==> config.mk <==
export PLATFORM = sky130hd
export DESIGN_NAME = mat_dma_loader
export DESIGN_NICKNAME = d
export VERILOG_FILES = /design/src/rtl/mat_dma_pkg.sv /design/src/rtl/mat_index_counter.sv /design/src/rtl/rom.sv /design/src/rtl/simple_dualport_mem.sv /design/src/rtl/mat_dma_loader.sv
export SDC_FILE = /design/constraint.sdc
export NUM_CORES = 1
export LEC_CHECK = 0
export CAP_MARGIN = 25
export CORE_MARGIN = 2
export CORE_UTILIZATION = 35
export DETAILED_ROUTE_END_ITERATION = 8
export PLACE_DENSITY = 0.67
export SLEW_MARGIN = 20
export SYNTH_ARGS = -nofsm -noshare
export SYNTH_HDL_FRONTEND = slang
export SYNTH_SLANG_ARGS = --single-unit
==> constraint.sdc <==
create_clock -name clk -period 4.8 [get_ports clk]
set_input_delay 0.48 -clock clk [delete_from_list [all_inputs] [get_ports clk]]
set_output_delay 0.48 -clock clk [all_outputs]
set_load 0.005 [all_outputs]
==> src/rtl/mat_dma_pkg.sv <==
// -----------------------------------------------------------------------------
// mat_dma_pkg
// Shared types and sizing helpers for the ROM-to-matrix loader slice.
//   mat_dma_state_t : loader FSM states
//   clog2_min1      : address width that never collapses to zero bits
//   mat_n           : element count of a ROWS x COLS matrix
//   mat_ram_aw      : staging RAM address width
//   mat_csum_w      : checksum width (element width plus carry headroom)
// -----------------------------------------------------------------------------
package mat_dma_pkg;

   typedef enum logic [2:0] {
      ST_IDLE = 3'd0,
      ST_COPY = 3'd1,
      ST_WAIT = 3'd2,
      ST_READ = 3'd3,
      ST_LAST = 3'd4,
      ST_DONE = 3'd5
   } mat_dma_state_t;

   function automatic int clog2_min1(input int value);
      return (value <= 1) ? 1 : $clog2(value);
   endfunction

   function automatic int mat_n(input int rows, input int cols);
      return rows * cols;
   endfunction

   function automatic int mat_ram_aw(input int rows, input int cols);
      return clog2_min1(rows * cols);
   endfunction

   function automatic int mat_csum_w(input int data_width, input int rows, input int cols);
      return data_width + $clog2(rows * cols);
   endfunction

endpackage

==> src/rtl/mat_index_counter.sv <==
// -----------------------------------------------------------------------------
// mat_index_counter
// Linear element index k with its row/column decomposition kept as separate
// counters, so k / COLS and k % COLS never need a divider.
// Ports:
//   clk      : clock, rising edge
//   reset    : synchronous, active-high
//   i_clear  : synchronous clear to element 0
//   i_enable : advance one element (wraps to 0 after the last)
//   o_k      : linear index
//   o_r      : row index
//   o_c      : column index
//   o_last   : o_k is the final element N-1
// -----------------------------------------------------------------------------
module mat_index_counter
   import mat_dma_pkg::*;
#(
   parameter int  ROWS = 4,
   parameter int  COLS = 4,
   localparam int N    = mat_n(ROWS, COLS),
   localparam int KW   = mat_ram_aw(ROWS, COLS),
   localparam int RW   = clog2_min1(ROWS),
   localparam int CW   = clog2_min1(COLS)
) (
   input  logic          clk,
   input  logic          reset,
   input  logic          i_clear,
   input  logic          i_enable,
   output logic [KW-1:0] o_k,
   output logic [RW-1:0] o_r,
   output logic [CW-1:0] o_c,
   output logic          o_last
);

   logic [KW-1:0] r_k;
   logic [RW-1:0] r_r;
   logic [CW-1:0] r_c;
   logic          w_col_wrap;

   assign w_col_wrap = (r_c == CW'(COLS - 1));
   assign o_last     = (r_k == KW'(N - 1));

   always_ff @(posedge clk) begin
      if (reset || i_clear) begin
         r_k <= '0;
         r_r <= '0;
         r_c <= '0;
      end else if (i_enable) begin
         if (o_last) begin
            r_k <= '0;
            r_r <= '0;
            r_c <= '0;
         end else begin
            r_k <= r_k + KW'(1);
            if (w_col_wrap) begin
               r_c <= '0;
               r_r <= r_r + RW'(1);
            end else begin
               r_c <= r_c + CW'(1);
            end
         end
      end
   end

   assign o_k = r_k;
   assign o_r = r_r;
   assign o_c = r_c;

endmodule

==> src/rtl/rom.sv <==
// -----------------------------------------------------------------------------
// rom
// Synchronous-read coefficient ROM (one cycle read latency). The image
// matches rom_file.mem: word a holds (a + 1) mod ROM_DEPTH, i.e. 01..0F,00
// for the default 16-word ROM. An empty INIT_FILE yields a blank ROM.
// Ports:
//   clk    : clock, rising edge
//   i_addr : word address
//   o_data : registered read data
// -----------------------------------------------------------------------------
module rom #(
   parameter int    DATA_WIDTH = 8,
   parameter int    ROM_DEPTH  = 16,
   parameter string INIT_FILE  = "rom_file.mem",
   localparam int   AW         = (ROM_DEPTH > 1) ? $clog2(ROM_DEPTH) : 1
) (
   input  logic                  clk,
   input  logic [AW-1:0]         i_addr,
   output logic [DATA_WIDTH-1:0] o_data
);

   localparam bit HAS_IMAGE = (INIT_FILE != "");

   function automatic logic [DATA_WIDTH-1:0] image_word(input logic [AW-1:0] addr);
      int value;
      value = (int'(addr) + 1) % ROM_DEPTH;
      return DATA_WIDTH'(value);
   endfunction

   // NOTE: clocked state is always assigned with <= so every flop samples
   // the pre-edge value of its inputs regardless of statement order.
   always_ff @(posedge clk) begin
      o_data <= HAS_IMAGE ? image_word(i_addr) : '0;
   end

endmodule

==> src/rtl/simple_dualport_mem.sv <==
// -----------------------------------------------------------------------------
// simple_dualport_mem
// One write port, one registered read port, same clock.
// Ports:
//   clk     : clock, rising edge
//   i_we    : write enable
//   i_waddr : write address
//   i_wdata : write data
//   i_raddr : read address
//   o_rdata : read data, one cycle after i_raddr
// -----------------------------------------------------------------------------
module simple_dualport_mem #(
   parameter int DATA_WIDTH = 8,
   parameter int DEPTH      = 16,
   parameter int AW         = 4
) (
   input  logic                  clk,
   input  logic                  i_we,
   input  logic [AW-1:0]         i_waddr,
   input  logic [DATA_WIDTH-1:0] i_wdata,
   input  logic [AW-1:0]         i_raddr,
   output logic [DATA_WIDTH-1:0] o_rdata
);

   logic [DATA_WIDTH-1:0] r_mem [DEPTH];

   // NOTE: the array has no reset so it maps onto block RAM; its contents
   // are always written before they are read.
   always_ff @(posedge clk) begin
      if (i_we) begin
         r_mem[i_waddr] <= i_wdata;
      end
      o_rdata <= r_mem[i_raddr];
   end

endmodule

==> src/rtl/mat_dma_loader.sv <==
// -----------------------------------------------------------------------------
// mat_dma_loader
// One start pulse copies ROWS*COLS words from the ROM window at src_base
// (address wraps modulo ROM_DEPTH) into a staging RAM, then reads the RAM
// back into a registered ROWS x COLS matrix, row-major or transposed
// (transpose only honoured for square matrices). done arrives 2N+3 cycles
// after the accepting edge.
// Optional feature: define MAT_DMA_CHECKSUM_EN to add the checksum port
// (unsigned sum of all captured elements, valid with matrix_valid).
// Ports:
//   clk          : clock, rising edge
//   reset        : synchronous, active-high
//   start        : load request, sampled in IDLE only
//   src_base     : first ROM address, latched on accept
//   transpose    : transposed placement, latched on accept
//   busy         : load in progress (cycle after accept through done)
//   done         : single-cycle completion pulse
//   matrix_valid : matrix_data holds a complete load
//   matrix_data  : loaded matrix
//   checksum     : (MAT_DMA_CHECKSUM_EN only) element sum
// -----------------------------------------------------------------------------
module mat_dma_loader
   import mat_dma_pkg::*;
#(
   parameter int    DATA_WIDTH = 8,
   parameter int    ROWS       = 4,
   parameter int    COLS       = 4,
   parameter int    ROM_DEPTH  = 16,
   parameter string INIT_FILE  = "rom_file.mem",
   localparam int   ROM_AW     = clog2_min1(ROM_DEPTH),
   localparam int   N          = mat_n(ROWS, COLS),
   localparam int   RAM_AW     = mat_ram_aw(ROWS, COLS)
) (
   input  logic                                        clk,
   input  logic                                        reset,
   input  logic                                        start,
   input  logic [ROM_AW-1:0]                           src_base,
   input  logic                                        transpose,
   output logic                                        busy,
   output logic                                        done,
   output logic                                        matrix_valid,
   output logic [0:ROWS-1][0:COLS-1][DATA_WIDTH-1:0]   matrix_data
`ifdef MAT_DMA_CHECKSUM_EN
   ,
   output logic [mat_csum_w(DATA_WIDTH, ROWS, COLS)-1:0] checksum
`endif
);

   localparam int RW     = clog2_min1(ROWS);
   localparam int CW     = clog2_min1(COLS);
   localparam bit SQUARE = (ROWS == COLS);

   mat_dma_state_t r_state, w_next_state;

   logic                  w_accept;
   logic                  w_cnt_clear;
   logic                  w_cnt_en;
   logic [RAM_AW-1:0]     w_k;
   logic [RW-1:0]         w_r;
   logic [CW-1:0]         w_c;
   logic                  w_last;

   logic [ROM_AW-1:0]     r_src_base;
   logic                  r_transpose;
   logic [31:0]           w_rom_sum;
   logic [ROM_AW-1:0]     w_rom_addr;
   logic [DATA_WIDTH-1:0] w_rom_data;

   logic                  r_wr_en;
   logic [RAM_AW-1:0]     r_wr_addr;
   logic [DATA_WIDTH-1:0] w_ram_rdata;

   logic                  r_cap_en;
   logic [RW-1:0]         r_cap_row;
   logic [CW-1:0]         r_cap_col;
   logic [RW-1:0]         w_dst_row;
   logic [CW-1:0]         w_dst_col;

   logic [0:ROWS-1][0:COLS-1][DATA_WIDTH-1:0] r_matrix_data;
   logic                  r_matrix_valid;

   // ---------------------------------------------------------------- FSM
   always_ff @(posedge clk) begin
      if (reset) begin
         r_state <= ST_IDLE;
      end else begin
         r_state <= w_next_state;
      end
   end

   // NOTE: every combinational output gets a default first, so no path
   // through the case can leave a signal unassigned and infer a latch.
   always_comb begin
      w_next_state = r_state;
      unique case (r_state)
         ST_IDLE: if (start)  w_next_state = ST_COPY;
         ST_COPY: if (w_last) w_next_state = ST_WAIT;
         ST_WAIT:             w_next_state = ST_READ;
         ST_READ: if (w_last) w_next_state = ST_LAST;
         ST_LAST:             w_next_state = ST_DONE;
         ST_DONE:             w_next_state = ST_IDLE;
         default:             w_next_state = ST_IDLE;
      endcase
   end

   always_comb begin
      busy        = 1'b0;
      done        = 1'b0;
      w_accept    = 1'b0;
      w_cnt_clear = 1'b0;
      w_cnt_en    = 1'b0;
      unique case (r_state)
         ST_IDLE: begin
            w_accept    = start;
            w_cnt_clear = start;
         end
         ST_COPY: begin
            busy     = 1'b1;
            w_cnt_en = 1'b1;
         end
         ST_WAIT: begin
            busy        = 1'b1;
            w_cnt_clear = 1'b1;
         end
         ST_READ: begin
            busy     = 1'b1;
            w_cnt_en = 1'b1;
         end
         ST_LAST: busy = 1'b1;
         ST_DONE: begin
            busy = 1'b1;
            done = 1'b1;
         end
         default: ;
      endcase
   end

   // ---------------------------------------------------------- index counter
   mat_index_counter #(
      .ROWS (ROWS),
      .COLS (COLS)
   ) u_index (
      .clk      (clk),
      .reset    (reset),
      .i_clear  (w_cnt_clear),
      .i_enable (w_cnt_en),
      .o_k      (w_k),
      .o_r      (w_r),
      .o_c      (w_c),
      .o_last   (w_last)
   );

   // --------------------------------------------------------- request latch
   always_ff @(posedge clk) begin
      if (reset) begin
         r_src_base  <= '0;
         r_transpose <= 1'b0;
      end else if (w_accept) begin
         r_src_base  <= src_base;
         r_transpose <= transpose & SQUARE;
      end
   end

   // ------------------------------------------------------------ COPY phase
   // Window addresses wrap silently modulo ROM_DEPTH.
   assign w_rom_sum  = 32'(r_src_base) + 32'(w_k);
   assign w_rom_addr = ROM_AW'(w_rom_sum % 32'(ROM_DEPTH));

   rom #(
      .DATA_WIDTH (DATA_WIDTH),
      .ROM_DEPTH  (ROM_DEPTH),
      .INIT_FILE  (INIT_FILE)
   ) u_rom (
      .clk    (clk),
      .i_addr (w_rom_addr),
      .o_data (w_rom_data)
   );

   // ROM data lags its address by one cycle, so the write side is the
   // COPY-phase index delayed by one; the final write lands in WAIT.
   always_ff @(posedge clk) begin
      if (reset) begin
         r_wr_en  <= 1'b0;
         r_cap_en <= 1'b0;
      end else begin
         r_wr_en  <= (r_state == ST_COPY);
         r_cap_en <= (r_state == ST_READ);
      end
   end

   always_ff @(posedge clk) begin
      r_wr_addr <= w_k;
      r_cap_row <= w_r;
      r_cap_col <= w_c;
   end

   simple_dualport_mem #(
      .DATA_WIDTH (DATA_WIDTH),
      .DEPTH      (N),
      .AW         (RAM_AW)
   ) u_ram (
      .clk     (clk),
      .i_we    (r_wr_en),
      .i_waddr (r_wr_addr),
      .i_wdata (w_rom_data),
      .i_raddr (w_k),
      .o_rdata (w_ram_rdata)
   );

   // ------------------------------------------------------------ READ phase
   generate
      if (SQUARE) begin : g_square
         assign w_dst_row = r_transpose ? RW'(r_cap_col) : r_cap_row;
         assign w_dst_col = r_transpose ? CW'(r_cap_row) : r_cap_col;
      end else begin : g_rect
         logic w_unused_transpose;
         assign w_unused_transpose = r_transpose;
         assign w_dst_row = r_cap_row;
         assign w_dst_col = r_cap_col;
      end
   endgenerate

   always_ff @(posedge clk) begin
      if (reset) begin
         r_matrix_data <= '0;
      end else if (r_cap_en) begin
         r_matrix_data[w_dst_row][w_dst_col] <= w_ram_rdata;
      end
   end

   // Element N-1 is captured at the end of LAST, so valid rises with done.
   always_ff @(posedge clk) begin
      if (reset || w_accept) begin
         r_matrix_valid <= 1'b0;
      end else if (r_state == ST_LAST) begin
         r_matrix_valid <= 1'b1;
      end
   end

   assign matrix_data  = r_matrix_data;
   assign matrix_valid = r_matrix_valid;

`ifdef MAT_DMA_CHECKSUM_EN
   localparam int CSUM_W = mat_csum_w(DATA_WIDTH, ROWS, COLS);

   logic [CSUM_W-1:0] r_checksum;

   always_ff @(posedge clk) begin
      if (reset || w_accept) begin
         r_checksum <= '0;
      end else if (r_cap_en) begin
         r_checksum <= r_checksum + CSUM_W'(w_ram_rdata);
      end
   end

   assign checksum = r_checksum;
`endif

endmodule

# After elaboration in Yosys (flattened, before gate mapping)

Memories as Yosys holds them, arrays and structs flattened. A register that Yosys moved wholly into a read port is not among the register bits.
Index checks and enable logic that the tools add are counted.
W data, S select, Z words.

Add/sub/neg operators: 5
$lt $le $gt $ge: 4
Equal/unequal tests: 10
Muxes and demuxes: 23
Bitwise logic cells: 3
Reduce and logical (&&, ||, !) cells: 11

Operator list:

| kind                  | count |
|---|---|
| $bwmux W128           | 1 |
| $demux W32 S2         | 1 |
| $mux W32              | 1 |
| $demux W8 S2          | 1 |
| $pmux W3 S5           | 1 |
| $mux W2               | 6 |
| $mux W3               | 3 |
| $add A4 B1 Y4 const B | 2 |
| $mux W8               | 1 |
| $eq A3 B2 Y1 const B  | 2 |
| $eq A3 B3 Y1 const B  | 2 |
| $ge A3 B3 Y1 const B  | 2 |
| $lt A3 B1 Y1 const B  | 2 |
| $mux W1               | 6 |
| $not A2 Y3            | 2 |
| $reduce_or A5 Y1      | 1 |
| $add A2 B1 Y2 const B | 2 |
| $add A4 B4 Y4         | 1 |
| $eq A4 B4 Y1 const B  | 1 |
| $mux W4               | 1 |
| $ne A2 B1 Y1 const B  | 2 |
| $reduce_or A4 Y1      | 1 |
| $eq A3 B1 Y1 const B  | 1 |
| $logic_not A3 Y1      | 1 |
| 10 further kinds      | 12 |

Register bits after elaboration: 160
RAM bits: 128
Output and inout port bits: 131
Word-level logic and storage cells: 86
Memories: 1

Memories:

| memory      | depth | width | rd ports | clocked after Yosys merged registers in | wr ports | line                      | RTL |
|---|---|---|---|---|---|---|---|
| u_ram.r_mem | 16    | 8     | 1        | 1                                       | 1        | simple_dualport_mem.sv:25 | `logic [DATA_WIDTH-1:0] r_mem [DEPTH];` |

# Longest topological paths before layout

Gate-level depths: netlist of run 1.

Depth in word-level cells: 9
Mapped depth: 8
Depth with buffers taken out: 6

# Modules after synthesis

A second synthesis of run 1 with hierarchy kept.

Cells, all modules: 850
Area, all modules: 11589.9 µm²

By module, submodules not included:

| module              | instances | cells an instance | area an instance (µm²) |
|---|---|---|---|
| mat_dma_loader      | 1         | 563               | 5891.9 |
| simple_dualport_mem | 1         | 229               | 5147.4 |
| mat_index_counter   | 1         | 44                | 397.9 |
| rom                 | 1         | 14                | 152.6 |

# Least setup slack after synthesis of run 1

Ideal clock, no wire load.

Kind: reg-to-reg
From: register u_index.r_k[0], in the netlist u_index.o_k[0]
To: register u_rom.o_data[2]
Arrival time: 1437 ps
Data required time: 4682 ps
Slack: 3244 ps
Stages on the path, launching flop included: 7
Path buffers: 2
Clock period less this slack: 1556 ps
Cell sequence: dfxtp_1 -> buf_6 -> buf_6 -> inv_1 -> ha_1 -> fa_1 -> xnor2_1

Longest elaborated chain between the ends: 2

Ends and longest elaborated chain:

| element                | line                    | RTL |
|---|---|---|
| from (decl)            | mat_index_counter.sv:35 | `logic [KW-1:0] r_k;` |
| from (signal assigned) | mat_index_counter.sv:54 | `r_k <= r_k + KW'(1);` |
| $add A4 B4 Y4          | mat_dma_loader.sv:166   | `assign w_rom_sum = 32'(r_src_base) + 32'(w_k);` |
| $add A4 B1 Y4          | rom.sv:26               | `value = (int'(addr) + 1) % ROM_DEPTH;` |
| to (signal assigned)   | rom.sv:33               | `o_data <= HAS_IMAGE ? image_word(i_addr) : '0;` |
| to (decl)              | rom.sv:19               | `output logic [DATA_WIDTH-1:0] o_data` |

No other way between the ends.
A chain may end at the register's enable or synchronous reset.

# Worst setup path after layout of run 1

From: register r_state[1]
To: output port busy

Longest elaborated chain between the ends: 3
Elaborated cells on any way between the ends: 7
Classes of those cells: eq/ne (5); mux (1); reduce/logical (1)

Ends and longest elaborated chain:

| element                                    | line                  | RTL |
|---|---|---|
| from (decl)                                | mat_dma_loader.sv:53  | `mat_dma_state_t r_state, w_next_state;` |
| from (signal assigned)                     | mat_dma_loader.sv:87  | `r_state <= w_next_state;` |
| $eq A3 B1 Y1, or another cell as far along | mat_dma_loader.sv:112 | `unique case (r_state)` |
| $reduce_or A5 Y1 (no source line) (*)      | -                     |  |
| $mux W1 (*)                                | mat_dma_loader.sv:112 |  |
| to (decl)                                  | mat_dma_loader.sv:39  | `output logic busy,` |

Mark *: on every way between the ends. The rest lies on a longest branch, timed or not.

==> results of run 1 <==
synthesized netlist by cell type, types with 4 or more instances:
master	count	area share, %
dfxtp_1	99	29
nor2_1	74	4.1
buf_4	67	7.3
edfxtp_1	64	28
mux2i_1	63	9.2
nand2_1	41	2.2
a21oi_1	20	1.5
mux4_2	14	4.6
buf_2	10	0.73
a22oi_1	8	0.88
inv_1	8	0.44
clkbuf_1	7	0.38
nand3_1	7	0.51
nand3b_1	7	0.77
nor3_1	7	0.51
ha_1	5	0.91
and3_1	4	0.37
o21ai_0	4	0.29
kinds of logic after synthesis:
kind of cell | share of synthesized area (%)
AND/OR/NAND/NOR | 11.8
flip-flops | 57.0
AO/OA/AOI/OAI | 4.92
XOR/XNOR | 0.640
other | 0.0548
buffers and inverters | 9.73
adder cells (fa/ha/maj) | 1.21
multiplexers | 14.6
layer usage:
layer  global-route usage (%)  up-vias  wire, um
met5                        0        -         0
met1                     17.3     1959      6080
met3                     3.23        9       634
met2                     20.6      111      6550
met4                     4.39        0       125
li1                         -     1990         -
through the flow:
stage | instances | hold slack [ns] | util (%)
2_1_floorplan | 630 | 0.337 | -
3_3_place_gp | 880 | 0.355 | 38.9
3_5_place_dp | 880 | 0.363 | 38.9
4_1_cts | 912 | 0.365 | 42.0
5_1_grt | 912 | 0.375 | 42.0
6_report | 912 | 0.371 | 42.0
cell usage in the layout (no fill, tap or decap), types with 4 or more instances in the layout:
cell type	instances
mux4_2	14
inv_1	8
conb_1	64
nand2_1	41
mux2i_1	63
ha_1	5
clkdlybuf4s50_1	73
edfxtp_1	64
dfxtp_1	99
nor3_1	7
a21oi_1	20
nand3_1	7
and3_1	4
a22oi_1	8
nand3b_1	7
nor2_1	74
o21ai_0	4
clkbuf_16	17
worst max-delay path, delay by kind of cell (launching register included):
family                 cells  cell delay, ns
buffers and inverters      1            0.53
AO/OA/AOI/OAI              1            0.16
AND/OR/NAND/NOR            1            0.11
flip-flops                 1            0.56
flip-flops by register name, summed over array words and instances (netlist names), 3 cells and up:
register and count:
matrix_data 64, r_src_base 4, r_state 3, r_wr_addr 4
u_index.o_k 4, u_ram.o_rdata 4, u_ram.r_mem 64, u_rom.o_data 4
area by class of cell:
class | instances | area, sq um | area share (%)
clock inverter | 15 | 171 | 2.11
multi-input combinational | 368 | 2510 | 30.9
tap | 265 | 332 | 4.08
inverter | 8 | 30.0 | 0.370
clock buffer | 17 | 425 | 5.24
sequential | 163 | 3900 | 48.1
timing repair buffer | 76 | 751 | 9.24
where the power goes:
group	leakage [nW]	internal, mW	switching (mW)
Sequential	1.38	1.46	0.0441
Combinational	1.37	0.0353	0.0552
Clock	0.286	0.781	0.577
Total	3.04	2.28	0.676
final timing paths:
| kind | endpoint | slack [ns] | from | cells past startpoint |
|---|---|---|---|---|
| worst max register to register | u_index.o_r[1]$_SDFFE_PP0P_ | 2.72 | u_index.o_k[1]$_SDFFE_PP0P_ | 5 |
| worst min register to register | r_cap_row[1]$_DFF_P_ | 0.37 | u_index.o_r[1]$_SDFFE_PP0P_ | 0 |
| worst max-delay path | busy | 2.54 | r_state[1]$_SDFFE_PP0P_ | 3 |
| worst min-delay path | r_cap_row[1]$_DFF_P_ | 0.37 | u_index.o_r[1]$_SDFFE_PP0P_ | 0 |
==> qor.txt, run 1 <==
Crit path capture type: primary output
Leak pwr: 3.04 nW
Setup bufs post-CTS: 0
Syn Area/Cell: 12.1 sq um
Htree depth: 4
Max IR drop VDD: 0.000333 V
Outcome: finished, final reports clean
Power Density: 364 mW/mm^2
Via count: 4069
# nets final: 648
Worst rel slew slack: 34.0%
Fill cells: 1792
Sequential element share of the synthesized area: 57.0%
CTS max path bufs: 2
CP arrival: 1.78 ns
Critical path class: flip-flop to primary output
Clock Sinks: 163
Mapped Area: 0.00684 sq mm
Total Routing Usage GR: 13.0%
Global route overflow: 0
Yosys warning count: 0
CP max FO: 11
IO Port Bufs: 74
Die Y: 144 um
Fin crit share: 47.0%
Rows: 51
Overall die area: 0.0207 sq mm
Total Routed Length: 13400 um
EDFF count, synth: 64
Final Hold Fails: 0
Initial drt markers: 214
Antenna viol nets, final: 0
Worst setup margin: 2.54 ns
Fmax: 0.443 GHz
IO Count: 139
Fraction of layout cells with a size suffix above 1: 10.4%
Pin count of the biggest net entering global routing: 60
Root buffer cell: clkbuf_16
Hpwl dp: 8930 um
Number of antenna violations at the first check in global routing: 0
Routed len/inst: 14.7 um
Worst-path clk slew: 0.07 ns
Slowest-stage cell, CP: dfxtp_1
Hold-fix buffers, CTS: 0
Area delta synth->final: 18.7%
Post_cts resized: 0
Startpoint Class: flip-flop
Number of global-route vias before repair: 3678
Latest clock arrival within the worst-skew pair: 0.42 ns
Worst path required time: 4.32 ns
Slew @ Worst Pin: 0.982 ns
Post-place setup slack: 2.53 ns
Flops & latches, synth: 163
Pre-antenna DRT Iters: 4
First-pass GRT wire length: 20000 um
Core area: 0.0193 sq mm
Via density: 4.46
Final setup vio count: 0
RSZ-0062 raised after global routing: no
Drt drc: 0
Synth Flop Type: dfxtp_1
Die span in x: 144 um
Worst stage delay on the critical path: 0.56 ns
Total power: 2.96 mW
Final instance area: 0.00812 sq mm
Starting density of the core: 35.4%
HP Class: flip-flop to flip-flop
Post-layout min period: 2.26 ns
Cell variety after synth: 51
Synth async-reset ratio: 0%
Fin Setup TNS: 0 ns
TritonCTS clock tree: done
ANT cells: 0
Post-synthesis instance total: 567
DP Area: 0.00753 sq mm
RePlAce Congestion: 0.796
Number of max-cap violations: 0
CP cell instances: nor3_1 -> a21oi_1 -> clkdlybuf4s50_1
Pins Over Slew Limit: 0
Final Skew: 0.0105 ns
Cts bufs inserted: 17
Power figures use the tool's default switching activity.
==> run 2: changes to the inputs <==
==> constraint.sdc (replaced) <==
create_clock -name clk -period 2.2 [get_ports clk]
set_input_delay 0.22 -clock clk [delete_from_list [all_inputs] [get_ports clk]]
set_output_delay 0.22 -clock clk [all_outputs]
set_load 0.005 [all_outputs]
==> run 2 against run 1 <==
Against the previous run:
- worst hold slack lost 0.022 ns
- sequential share of layout area shrank 0.47 points
- clock power grew 120%
- non-clock buffer count grew 10
- combinational power grew to 2.6 times the previous value
- routed wire length grew 1.2%
- via count grew 0.57%
- worst setup slack lost 2.3 ns
- register-to-register slack lost 2.2 ns
- clock-buffer cell count is the same
- largest power group unchanged
==> qor.txt, run 2 (synthesis results as in run 1) <==
Outcome: finished, final reports clean (unchanged)
Antenna viol nets, final: 0 (unchanged)
Area of the multi-input gates: 0.00251 sq mm (unchanged)
Core area: 0.0193 sq mm (unchanged)
Via count: 4092 (was 4069)
Pre-antenna DRT Iters: 6 (was 4)
Fmax: 0.512 GHz
IO Count: 139 (unchanged)
Starting density of the core: 35.4% (unchanged)
Hpwl dp: 9210 um (was 8930 um)
Final Hold Fails: 0 (unchanged)
Total Routing Usage GR: 13.7% (was 13.0%)
Reg2reg start: u_index.o_k[0]$_SDFFE_PP0P_ (was u_index.o_k[1]$_SDFFE_PP0P_)
Cts bufs inserted: 17 (unchanged)
Pin count of the biggest net entering global routing: 59 (was 60)
Commonest non-fill, non-tap cells in the layout: dfxtp_1, nor2_1, clkdlybuf4s50_1, conb_1, edfxtp_1 (unchanged)
Drt drc: 0 (unchanged)
Power Density: 784 mW/mm^2 (was 364 mW/mm^2)
Hold-fix buffers, CTS: 0 (unchanged)
Final Skew: 0.0117 ns (was 0.0105 ns)
ANT cells: 0 (unchanged)
Final setup vio count: 0 (unchanged)
Worst rel slew slack: 54.1% (was 34.0%)
Crit path capture type: primary output (unchanged)
Leak pwr: 3.09 nW (was 3.04 nW)
Startpoint of the worst hold path: reset (was u_index.o_r[1]$_SDFFE_PP0P_)
Slew @ Worst Pin: 0.683 ns (was 0.982 ns)
Worst path required time: 1.98 ns (was 4.32 ns)
Via density: 4.44 (was 4.46)
Worst-path clk slew: 0.06 ns (was 0.07 ns)
Number of antenna violations at the first check in global routing: 0 (unchanged)
Fin Setup TNS: 0 ns (unchanged)
IO Port Bufs: 74 (unchanged)
Rows: 51 (unchanged)
Initial drt markers: 212 (was 214)
CTS max path bufs: 2 (unchanged)
TritonCTS clock tree: done (unchanged)
Fin crit share: 88.7%
Latest clock arrival within the worst-skew pair: 0.42 ns (about the same)
Root buffer cell: clkbuf_16 (unchanged)
Slowest-stage cell, CP: dfxtp_1 (unchanged)
Reg area: 0.00390 sq mm (unchanged)
Worst stage delay on the critical path: 0.54 ns (was 0.56 ns)
Critical path class: flip-flop to primary output (unchanged)
Fill cells: 1830 (was 1792)
Die Y: 144 um (unchanged)
Worst setup startpoint: r_state[1]$_SDFFE_PP0P_ (unchanged)
HP Class: input port to flip-flop (was flip-flop to flip-flop)
CP cell instances: nor3_1 -> a21oi_1 -> clkdlybuf4s50_1 (unchanged)
First-pass GRT wire length: 21300 um (was 20000 um)
Max IR drop VDD: 0.000545 V (was 0.000333 V)
Startpoint Class: flip-flop (unchanged)
Fraction of layout cells with a size suffix above 1: 11.7% (was 10.4%)
Clock Sinks: 163 (unchanged)
# nets final: 658 (was 648)
Routed len/inst: 14.7 um (about the same)
RSZ-0062 raised after global routing: no (unchanged)
Global route overflow: 0 (unchanged)
Number of global-route vias before repair: 3897 (was 3678)
Pins Over Slew Limit: 0 (unchanged)
Area delta synth->final: 19.9% (was 18.7%)
Hold slack: 0.349 ns (was 0.371 ns)
Number of max-cap violations: 0 (unchanged)
Setup bufs post-CTS: 0 (unchanged)
Post-layout min period: 1.95 ns
Die span in x: 144 um (unchanged)
Post_cts resized: 0 (unchanged)
Core Util, Final: 42.4% (was 42.0%)
RePlAce Congestion: 0.773 (was 0.796)
CP arrival: 1.73 ns (was 1.78 ns)
Htree depth: 4 (unchanged)
Total Routed Length: 13500 um (was 13400 um)
Commonest non-fill, non-tap cell in the layout: dfxtp_1 (unchanged)
CP max FO: 11 (unchanged)
Overall die area: 0.0207 sq mm (unchanged)
Total power: 6.43 mW (was 2.96 mW)
==> run 2: cell type report <==
type	instances	share of cell area [%]
Sequential cell	163	47.6
Multi-Input combinational cell	368	30.6
Timing Repair Buffer	86	10.2
Clock buffer	17	5.19
Tap cell	265	4.04
Clock inverter	15	2.00
Inverter	8	0.366
==> run 2: metal layers <==
layer | track usage (%) | up-vias | share of wire [%]
met1 | 17.9 | 1959 | 46
li1 | - | 2015 | -
met3 | 4.03 | 10 | 4.3
met4 | 3.92 | 0 | 0.72
met2 | 22.2 | 108 | 49
met5 | 0 | - | 0
==> run 2: report_power, final <==
group | total (mW) | internal [mW] | switching (mW) | leakage, nW
clock | 2.93 | 1.61 | 1.32 | 0.285
sequential | 3.27 | 3.19 | 0.0823 | 1.38
combinational | 0.232 | 0.0911 | 0.141 | 1.42
total | 6.43 | 4.90 | 1.54 | 3.09
==> run 2: path summary, 6_finish.rpt <==
| path | to | slack (ns) | depth (start not counted) |
|---|---|---|---|
| worst min-delay path | matrix_data[51]$_SDFFE_PP0P_ | 0.35 | 4 |
| worst max-delay path | busy | 0.25 | 3 |
| worst max register to register | u_ram.o_rdata[1]$_DFF_P_ | 0.55 | 4 |
| worst min register to register | r_cap_row[1]$_DFF_P_ | 0.37 | 0 |
==> run 2: worst max-delay path: cells and delay by family (launching register included) <==
kind / cells / cell delay, ns
DFF: 1 / 0.54
buffers and inverters: 1 / 0.52
AOI/OAI and AO/OA: 1 / 0.15
and+or+nand+nor: 1 / 0.11
==> run 2: stage by stage <==
step | setup slack (ns) | instances | area, sq um
2_1_floorplan | 0.644 | 630 | 7080
3_3_place_gp | 0.569 | 890 | 7610
3_5_place_dp | 0.565 | 890 | 7610
4_1_cts | 0.230 | 922 | 8200
5_1_grt | 0.165 | 922 | 8200
6_report | 0.248 | 922 | 8200
